[config.mk]
export PLATFORM = sky130hd
export DESIGN_NAME = mem_wait_ctrl_flat
export DESIGN_NICKNAME = d
export VERILOG_FILES = /design/src/rtl/mem_wait_ctrl_pkg.sv /design/src/rtl/mem_wait_ctrl_if.sv /design/src/rtl/mem_wait_ram.sv /design/src/rtl/mem_wait_ctrl.sv /design/src/flat_wrapper.sv
export SDC_FILE = /design/constraint.sdc
export NUM_CORES = 2
export LEC_CHECK = 0
export CORE_ASPECT_RATIO = 1.75
export CORE_MARGIN = 5
export CORE_UTILIZATION = 60
export CTS_CLUSTER_DIAMETER = 120
export DETAILED_ROUTE_END_ITERATION = 7
export HOLD_SLACK_MARGIN = 0.02
export MAX_ROUTING_LAYER = met4
export PLACE_DENSITY = 0.76
export SLEW_MARGIN = 20
export SYNTH_ARGS = -nofsm -noshare
export SYNTH_HDL_FRONTEND = slang
export SYNTH_SLANG_ARGS = --single-unit
[constraint.sdc]
create_clock -name clk -period 14.7 [get_ports clk]
set_clock_uncertainty 0.1 [all_clocks]
set_input_delay 2.205 -clock clk [delete_from_list [all_inputs] [get_ports clk]]
set_output_delay 2.205 -clock clk [all_outputs]
set_load 0.02 [all_outputs]
[src/rtl/mem_wait_ctrl_pkg.sv]
// mem_wait_ctrl_pkg: shared state encoding, default widths and MMIO address for the memory wait-state controller.
package mem_wait_ctrl_pkg;
    localparam int AW_DEF          = 16;
    localparam int DW_DEF          = 16;
    localparam int DEPTH_LOG2_DEF  = 8;
    localparam int WAIT_CYCLES_DEF = 2;
    localparam logic [15:0] MMIO_ADDR = 16'hFFFF;
    typedef enum logic [1:0] {IDLE, WAIT, ACCESS, DONE} state_e;
endpackage

[src/rtl/mem_wait_ctrl_if.sv]
// mem_wait_ctrl_if: CPU, loader and optional MMIO (MEM_WAIT_CTRL_MMIO_EN) signals between CPU side and memory controller.
interface mem_wait_ctrl_if
    import mem_wait_ctrl_pkg::*;
#(
    parameter int AW = AW_DEF,
    parameter int DW = DW_DEF
);
    logic          run;
    logic [AW-1:0] cpu_addr;
    logic [DW-1:0] cpu_wdata;
    logic          cpu_men;
    logic          cpu_we;
    logic [DW-1:0] cpu_rdata;
    logic          cpu_en;
    logic          bus_err;
    logic          boot;
    logic          ld_valid;
    logic [AW-1:0] ld_addr;
    logic [DW-1:0] ld_data;
    logic          ld_ready;
`ifdef MEM_WAIT_CTRL_MMIO_EN
    logic [DW-1:0] io_out;
    logic          io_strobe;
    modport master (
        output run, cpu_addr, cpu_wdata, cpu_men, cpu_we, boot, ld_valid, ld_addr, ld_data,
        input  cpu_rdata, cpu_en, bus_err, ld_ready, io_out, io_strobe
    );
    modport slave (
        input  run, cpu_addr, cpu_wdata, cpu_men, cpu_we, boot, ld_valid, ld_addr, ld_data,
        output cpu_rdata, cpu_en, bus_err, ld_ready, io_out, io_strobe
    );
`else
    modport master (
        output run, cpu_addr, cpu_wdata, cpu_men, cpu_we, boot, ld_valid, ld_addr, ld_data,
        input  cpu_rdata, cpu_en, bus_err, ld_ready
    );
    modport slave (
        input  run, cpu_addr, cpu_wdata, cpu_men, cpu_we, boot, ld_valid, ld_addr, ld_data,
        output cpu_rdata, cpu_en, bus_err, ld_ready
    );
`endif
endinterface

[src/rtl/mem_wait_ram.sv]
// mem_wait_ram: single-port synchronous word RAM; a read updates rdata_o on the enabled edge, a write leaves it alone.
module mem_wait_ram #(
    parameter int DW         = 16,
    parameter int DEPTH_LOG2 = 8
) (
    input  logic                  clk,
    input  logic                  en_i,
    input  logic                  we_i,
    input  logic [DEPTH_LOG2-1:0] addr_i,
    input  logic [DW-1:0]         wdata_i,
    output logic [DW-1:0]         rdata_o
);
    logic [DW-1:0] mem_q [2**DEPTH_LOG2];
    logic [DW-1:0] rdata_q;
    always_ff @(posedge clk) begin
        if (en_i) begin
            if (we_i) mem_q[addr_i] <= wdata_i;
            else rdata_q <= mem_q[addr_i];
        end
    end
    assign rdata_o = rdata_q;
endmodule

[src/rtl/mem_wait_ctrl.sv]
// mem_wait_ctrl: CPU memory port with WAIT_CYCLES wait states, boot loader write port and sticky bus error.
// Optional MEM_WAIT_CTRL_MMIO_EN maps MMIO_ADDR to an output register with a write strobe.
module mem_wait_ctrl
    import mem_wait_ctrl_pkg::*;
#(
    parameter int AW          = AW_DEF,
    parameter int DW          = DW_DEF,
    parameter int DEPTH_LOG2  = DEPTH_LOG2_DEF,
    parameter int WAIT_CYCLES = WAIT_CYCLES_DEF
) (
    input logic           clk,
    input logic           rst,
    mem_wait_ctrl_if.slave bus
);
    state_e        state_q;
    logic [3:0]    cnt_q;
    logic [AW-1:0] addr_q;
    logic [DW-1:0] wdata_q;
    logic          we_q;
    logic [DW-1:0] rdata_q;
    logic          ram_rd_q;
    logic          bus_err_q;
    logic [DW-1:0] ram_rdata;
    logic          in_range, ld_in_range, ld_fire, is_mmio;
    logic [DW-1:0] io_rd;
    assign in_range    = (addr_q >> DEPTH_LOG2) == '0;
    assign ld_in_range = (bus.ld_addr >> DEPTH_LOG2) == '0;
    assign bus.ld_ready = rst & bus.boot & (state_q == IDLE);
    assign ld_fire     = bus.ld_valid & bus.ld_ready;
    assign bus.cpu_en  = rst & bus.run & ~bus.boot &
                         ((state_q == DONE) | ((state_q == IDLE) & ~bus.cpu_men));
    // RAM output is shown live in DONE, then captured so it survives later RAM traffic
    assign bus.cpu_rdata = ram_rd_q ? ram_rdata : rdata_q;
    assign bus.bus_err   = bus_err_q;
`ifdef MEM_WAIT_CTRL_MMIO_EN
    logic [DW-1:0] io_out_q;
    assign is_mmio       = addr_q == AW'(MMIO_ADDR);
    assign io_rd         = io_out_q;
    assign bus.io_out    = io_out_q;
    assign bus.io_strobe = (state_q == ACCESS) & we_q & is_mmio;
    always_ff @(posedge clk or negedge rst) begin
        if (!rst) io_out_q <= '0;
        else if ((state_q == ACCESS) & we_q & is_mmio) io_out_q <= wdata_q;
    end
`else
    assign is_mmio = 1'b0;
    assign io_rd   = '0;
`endif
    always_ff @(posedge clk or negedge rst) begin
        if (!rst) begin
            state_q   <= IDLE;
            cnt_q     <= '0;
            addr_q    <= '0;
            wdata_q   <= '0;
            we_q      <= 1'b0;
            rdata_q   <= '0;
            ram_rd_q  <= 1'b0;
            bus_err_q <= 1'b0;
        end else begin
            case (state_q)
                IDLE: begin
                    if (ld_fire & ~ld_in_range) bus_err_q <= 1'b1;
                    if (~bus.boot & bus.cpu_men) begin
                        addr_q  <= bus.cpu_addr;
                        wdata_q <= bus.cpu_wdata;
                        we_q    <= bus.cpu_we;
                        cnt_q   <= '0;
                        state_q <= (WAIT_CYCLES == 0) ? ACCESS : WAIT;
                    end
                end
                WAIT: begin
                    if (cnt_q == 4'(WAIT_CYCLES - 1)) state_q <= ACCESS;
                    else cnt_q <= cnt_q + 4'd1;
                end
                ACCESS: begin
                    state_q  <= DONE;
                    ram_rd_q <= ~we_q & in_range;
                    if (~we_q & ~in_range) rdata_q <= is_mmio ? io_rd : '0;
                    if (~in_range & ~is_mmio) bus_err_q <= 1'b1;
                end
                DONE: begin
                    state_q <= IDLE;
                    if (ram_rd_q) begin
                        rdata_q  <= ram_rdata;
                        ram_rd_q <= 1'b0;
                    end
                end
            endcase
        end
    end
    // loader and CPU never share a cycle: boot blocks CPU acceptance in IDLE
    logic                  ram_en, ram_we;
    logic [DEPTH_LOG2-1:0] ram_addr;
    logic [DW-1:0]         ram_wdata;
    assign ram_en    = ld_fire ? ld_in_range : ((state_q == ACCESS) & in_range);
    assign ram_we    = ld_fire | we_q;
    assign ram_addr  = ld_fire ? bus.ld_addr[DEPTH_LOG2-1:0] : addr_q[DEPTH_LOG2-1:0];
    assign ram_wdata = ld_fire ? bus.ld_data : wdata_q;
    mem_wait_ram #(.DW(DW), .DEPTH_LOG2(DEPTH_LOG2)) u_ram (
        .clk     (clk),
        .en_i    (ram_en),
        .we_i    (ram_we),
        .addr_i  (ram_addr),
        .wdata_i (ram_wdata),
        .rdata_o (ram_rdata)
    );
endmodule
[src/flat_wrapper.sv]
// flat-port wrapper written by rule: the top's interface ports become plain ports
module mem_wait_ctrl_flat import mem_wait_ctrl_pkg::*;
#(
    parameter int AW          = AW_DEF,
    parameter int DW          = DW_DEF,
    parameter int DEPTH_LOG2  = DEPTH_LOG2_DEF,
    parameter int WAIT_CYCLES = WAIT_CYCLES_DEF
)
  (clk, rst, bus_run, bus_cpu_addr, bus_cpu_wdata, bus_cpu_men, bus_cpu_we, bus_boot, bus_ld_valid, bus_ld_addr, bus_ld_data, bus_cpu_rdata, bus_cpu_en, bus_bus_err, bus_ld_ready);
  mem_wait_ctrl_if #(.AW(AW), .DW(DW)) bus_i ();
  input logic clk;
  input logic rst;
  input wire logic [$bits(bus_i.run)-1:0] bus_run;
  input wire logic [$bits(bus_i.cpu_addr)-1:0] bus_cpu_addr;
  input wire logic [$bits(bus_i.cpu_wdata)-1:0] bus_cpu_wdata;
  input wire logic [$bits(bus_i.cpu_men)-1:0] bus_cpu_men;
  input wire logic [$bits(bus_i.cpu_we)-1:0] bus_cpu_we;
  input wire logic [$bits(bus_i.boot)-1:0] bus_boot;
  input wire logic [$bits(bus_i.ld_valid)-1:0] bus_ld_valid;
  input wire logic [$bits(bus_i.ld_addr)-1:0] bus_ld_addr;
  input wire logic [$bits(bus_i.ld_data)-1:0] bus_ld_data;
  output wire logic [$bits(bus_i.cpu_rdata)-1:0] bus_cpu_rdata;
  output wire logic [$bits(bus_i.cpu_en)-1:0] bus_cpu_en;
  output wire logic [$bits(bus_i.bus_err)-1:0] bus_bus_err;
  output wire logic [$bits(bus_i.ld_ready)-1:0] bus_ld_ready;
  assign bus_i.run = bus_run;
  assign bus_i.cpu_addr = bus_cpu_addr;
  assign bus_i.cpu_wdata = bus_cpu_wdata;
  assign bus_i.cpu_men = bus_cpu_men;
  assign bus_i.cpu_we = bus_cpu_we;
  assign bus_i.boot = bus_boot;
  assign bus_i.ld_valid = bus_ld_valid;
  assign bus_i.ld_addr = bus_ld_addr;
  assign bus_i.ld_data = bus_ld_data;
  assign bus_cpu_rdata = bus_i.cpu_rdata;
  assign bus_cpu_en = bus_i.cpu_en;
  assign bus_bus_err = bus_i.bus_err;
  assign bus_ld_ready = bus_i.ld_ready;
  mem_wait_ctrl #(.AW(AW), .DW(DW), .DEPTH_LOG2(DEPTH_LOG2), .WAIT_CYCLES(WAIT_CYCLES)) u_core (.clk(clk), .rst(rst), .bus(bus_i));
endmodule
==> impl_results.md <==
* Final setup margin at 6.274 ns
* Num Clock Sinks at 4,169
* Most frequent cells after synthesis: edfxtp_1 (4,112), nand2_1 (2,808), nand3_1 (1,499)
* Register area at between 100,000 and 150,000 µm²
* All-Layer GR Usage at 34.24%
* GRT overflow at 0
* Number of antenna violations at the first check in global routing at 34
* PD cells at 200.3 nW/µm²
* Number of hold violations in the final report at 0
* Placer Congestion at 0.9822
* 1st-pass router iterations at 8
* Synth unique cells at 60
* Vias at around 100k
* Final core utilization at 66.46%
* Post-layout power at 36.30 mW
* Failing checks: design-rule violations
* CP arrival at 8.96 ns
* First DRT Iteration DRCs at 15,360
* Achievable Freq at between 100 and 150 MHz
* Worst slew margin at between 10% and 20%
* Post-synth top flop: edfxtp_1
* Post-Syn Area per Cell at 14.74 µm²
* Final Critical Period at 8.426 ns
* CTS Buffer Depth at 4
* Via/cell ratio at 6.667
* Final TNS setup at 0 ns
* Core Footprint at 272,700 µm²
* Period utilization at between 50% and 60%
* Finish-stage setup viols at 0
* CTS tree: built
* #FFs+latches synth at between 4,000 and 5,000
* Status: finished, violations left
* Placed wire-length estimate at around 280,000 µm
* DIE WIDTH at 405.1 µm
* Largest net degree at the start of global routing at 192
* Fin. max-slew vios at 0
* Nets at around 11,000
* Clock-pin slew on the worst setup and hold paths at ~0.07 ns
* Die H at around 700 µm
* Synth top area share at 75.34%
* Worst-Margin Slew at 1.271 ns
* RSZ-0062 raised after global routing: false
* Most common cell in the netlist: edfxtp_1
* Resized cells post-CTS at 0
* Max H-tree Level at 5
* Die ar. at 284,100 µm²
* Root Driver: clkbuf_16
* Drt wl/cell at 31.29 µm
* CP Launch Type: primary input
* CTS Buf Count at 350
* Drc violations at 2
* Ys Warns at 0
* Post-synth EDFFs at 4,112
* Global-route wire length before repair at slightly below 700,000 µm
* Row count at 254
* Footprint of the multi-input gates at 36,020 µm²
* Pre-CTS setup slack at 5.642 ns
* CP endpoint kind: register
* Filler instances at 17,810
* Number of hold buffers added after cts at 0
* Initial core utilization at 60.11%
* Syn Inst Count at around 11,000
* Max-Cap Viols at 0
* Worst Setup Path Type: primary input to register
* I/O pin total at 90
* Leakage at 60.63 nW
* Register area share after synthesis at 76.21%
* Post-Route WL at 476,100 µm
* Setup bufs post-CTS at 0
* Top post-synthesis cells by area: edfxtp_1 (75%), nand2_1 (6.4%), nand3_1 (4.6%)
* Routed Antenna Nets at 0
* Worst min-delay path category: register to register
* Max VDD drop at roughly 0.00023 V
* Fin cells at 15,220
* PortBufs at 89
* Inst Count DP at 14,510
* Area leader, netlist: edfxtp_1
* Synth Cell Area at 163,900 µm²
* Required time of the critical path at between 15 and 20 ns
* Async set-reset flop share out of synthesis at 1.367%
* Area growth syn-to-layout at 10.56%
* Share of layout cells above drive strength 1 at 11.37%
* Vias in the first global route at 99,450
* Clock latency at the later pin of the worst-skew pair at 0.90 ns
* CP Max Fanout at 150
* Nets in the synthesized netlist at 11,200
[cell usage in the layout (no fill, tap or decap), types with 30 or more instances in the layout]
master and n:
buf_4 404, mux2i_1 248, bufinv_16 30, a311oi_1 69, o21ai_0 42, nand3_1 1497
clkbuf_16 364, edfxtp_1 4112, a21oi_1 74, dfrtp_1 57, mux2_2 50, clkdlybuf4s50_1 88
clkinv_2 60, o2111ai_1 81, nand4_1 85, o221ai_1 45, nor2_1 297, a221oi_1 41
clkinv_1 72, nand2_1 2786, a22oi_1 65, clkbuf_1 68, and3_1 153, a31oi_1 163
mux4_2 256, diode_2 82
[registers in the layout (all words and copies together) (netlist names)]
signal / cells
u_core.wdata_q: 16
u_core.rdata_q: 16
u_core.state_q: 2
u_core.ram_rd_q: 1
u_core.addr_q: 16
u_core.u_ram.mem_q: 4096
u_core.bus.bus_err: 1
u_core.u_ram.rdata_o: 16
u_core.cnt_q: 4
u_core.we_q: 1
[routing by layer]
metal / vias up / global-route usage, % / share of wire (%)
met1: 50600 / 38.48 / 31
met3: 1586 / 6.134 / 10
met4: 0 / 29.34 / 11
met2: 7043 / 53.29 / 48
li1: 42210 / - / -
met5: - / - / 0
[cell type report]
class / count / share of cell area (%)
Sequential cell: 4169 / 68.93
Inverter: 6 / 0.01243
Clock inverter: 187 / 0.9328
Multi-Input combinational cell: 6229 / 19.88
Timing Repair Buffer: 523 / 2.476
Clock buffer: 435 / 5.190
Tap cell: 3584 / 2.475
Antenna cell: 82 / 0.1132
[final timing paths]
path	cells past startpoint	slack [ns]	endpoint	startpoint
max reg2reg	15	7.25	u_core.u_ram.rdata_o[14]$_DFFE_PP_	u_core.state_q[0]$_DFFE_PN0P_
max	14	6.27	u_core.u_ram.rdata_o[14]$_DFFE_PP_	bus_boot
max in group asynchronous	1	12.62	u_core.wdata_q[0]$_DFFE_PN0P_	rst
min reg2reg	1	0.36	u_core.bus.bus_err$_DFFE_PN0P_	u_core.bus.bus_err$_DFFE_PN0P_
min in group asynchronous	1	1.33	u_core.rdata_q[5]$_DFFE_PN0P_	rst
min	1	0.36	u_core.bus.bus_err$_DFFE_PN0P_	u_core.bus.bus_err$_DFFE_PN0P_
[logic make-up (layout without fill, tap and decap cells)]
kind of cell | count (synthesis) | in the layout | synth area share, %
mux | 566 | 566 | 5.493
other cells | 0 | 82 | 0
flops | 4169 | 4169 | 76.21
buf+inv | 722 | 1151 | 2.092
compound gates | 671 | 671 | 3.017
fa+ha+maj | 7 | 7 | 0.05343
simple gates | 4983 | 4983 | 13.13
xor+xnor | 2 | 2 | 0.01069
[power by group]
group	internal (mW)	switching, mW
sequential	15.0	0.0526
combinational	2.92	9.08
clock	5.07	4.13
total	23.0	13.3
[per-stage QoR]
stage / instance area, µm² / hold slack, ns
after detailed placement: 169800 / 0.3518
final: 181200 / 0.3595
after CTS: 180900 / 0.3669
after floorplan: 163900 / 0.3348
after global placement: 169700 / 0.3455
after global routing: 181200 / 0.3930
[critical path, cell delays in order]
cell and delay (ns):
clkdlybuf4s50_1 0.52, nand4_4 0.13, buf_4 0.62, mux2i_4 0.72, buf_12 0.47, buf_12 0.60, buf_4 0.88, mux2i_1 0.29
a32o_1 0.20, a221oi_1 0.06, o221ai_1 0.27, a21oi_1 0.27, nor4_1 0.93, nand4_1 0.18
(Power assumes the default switching activity.)
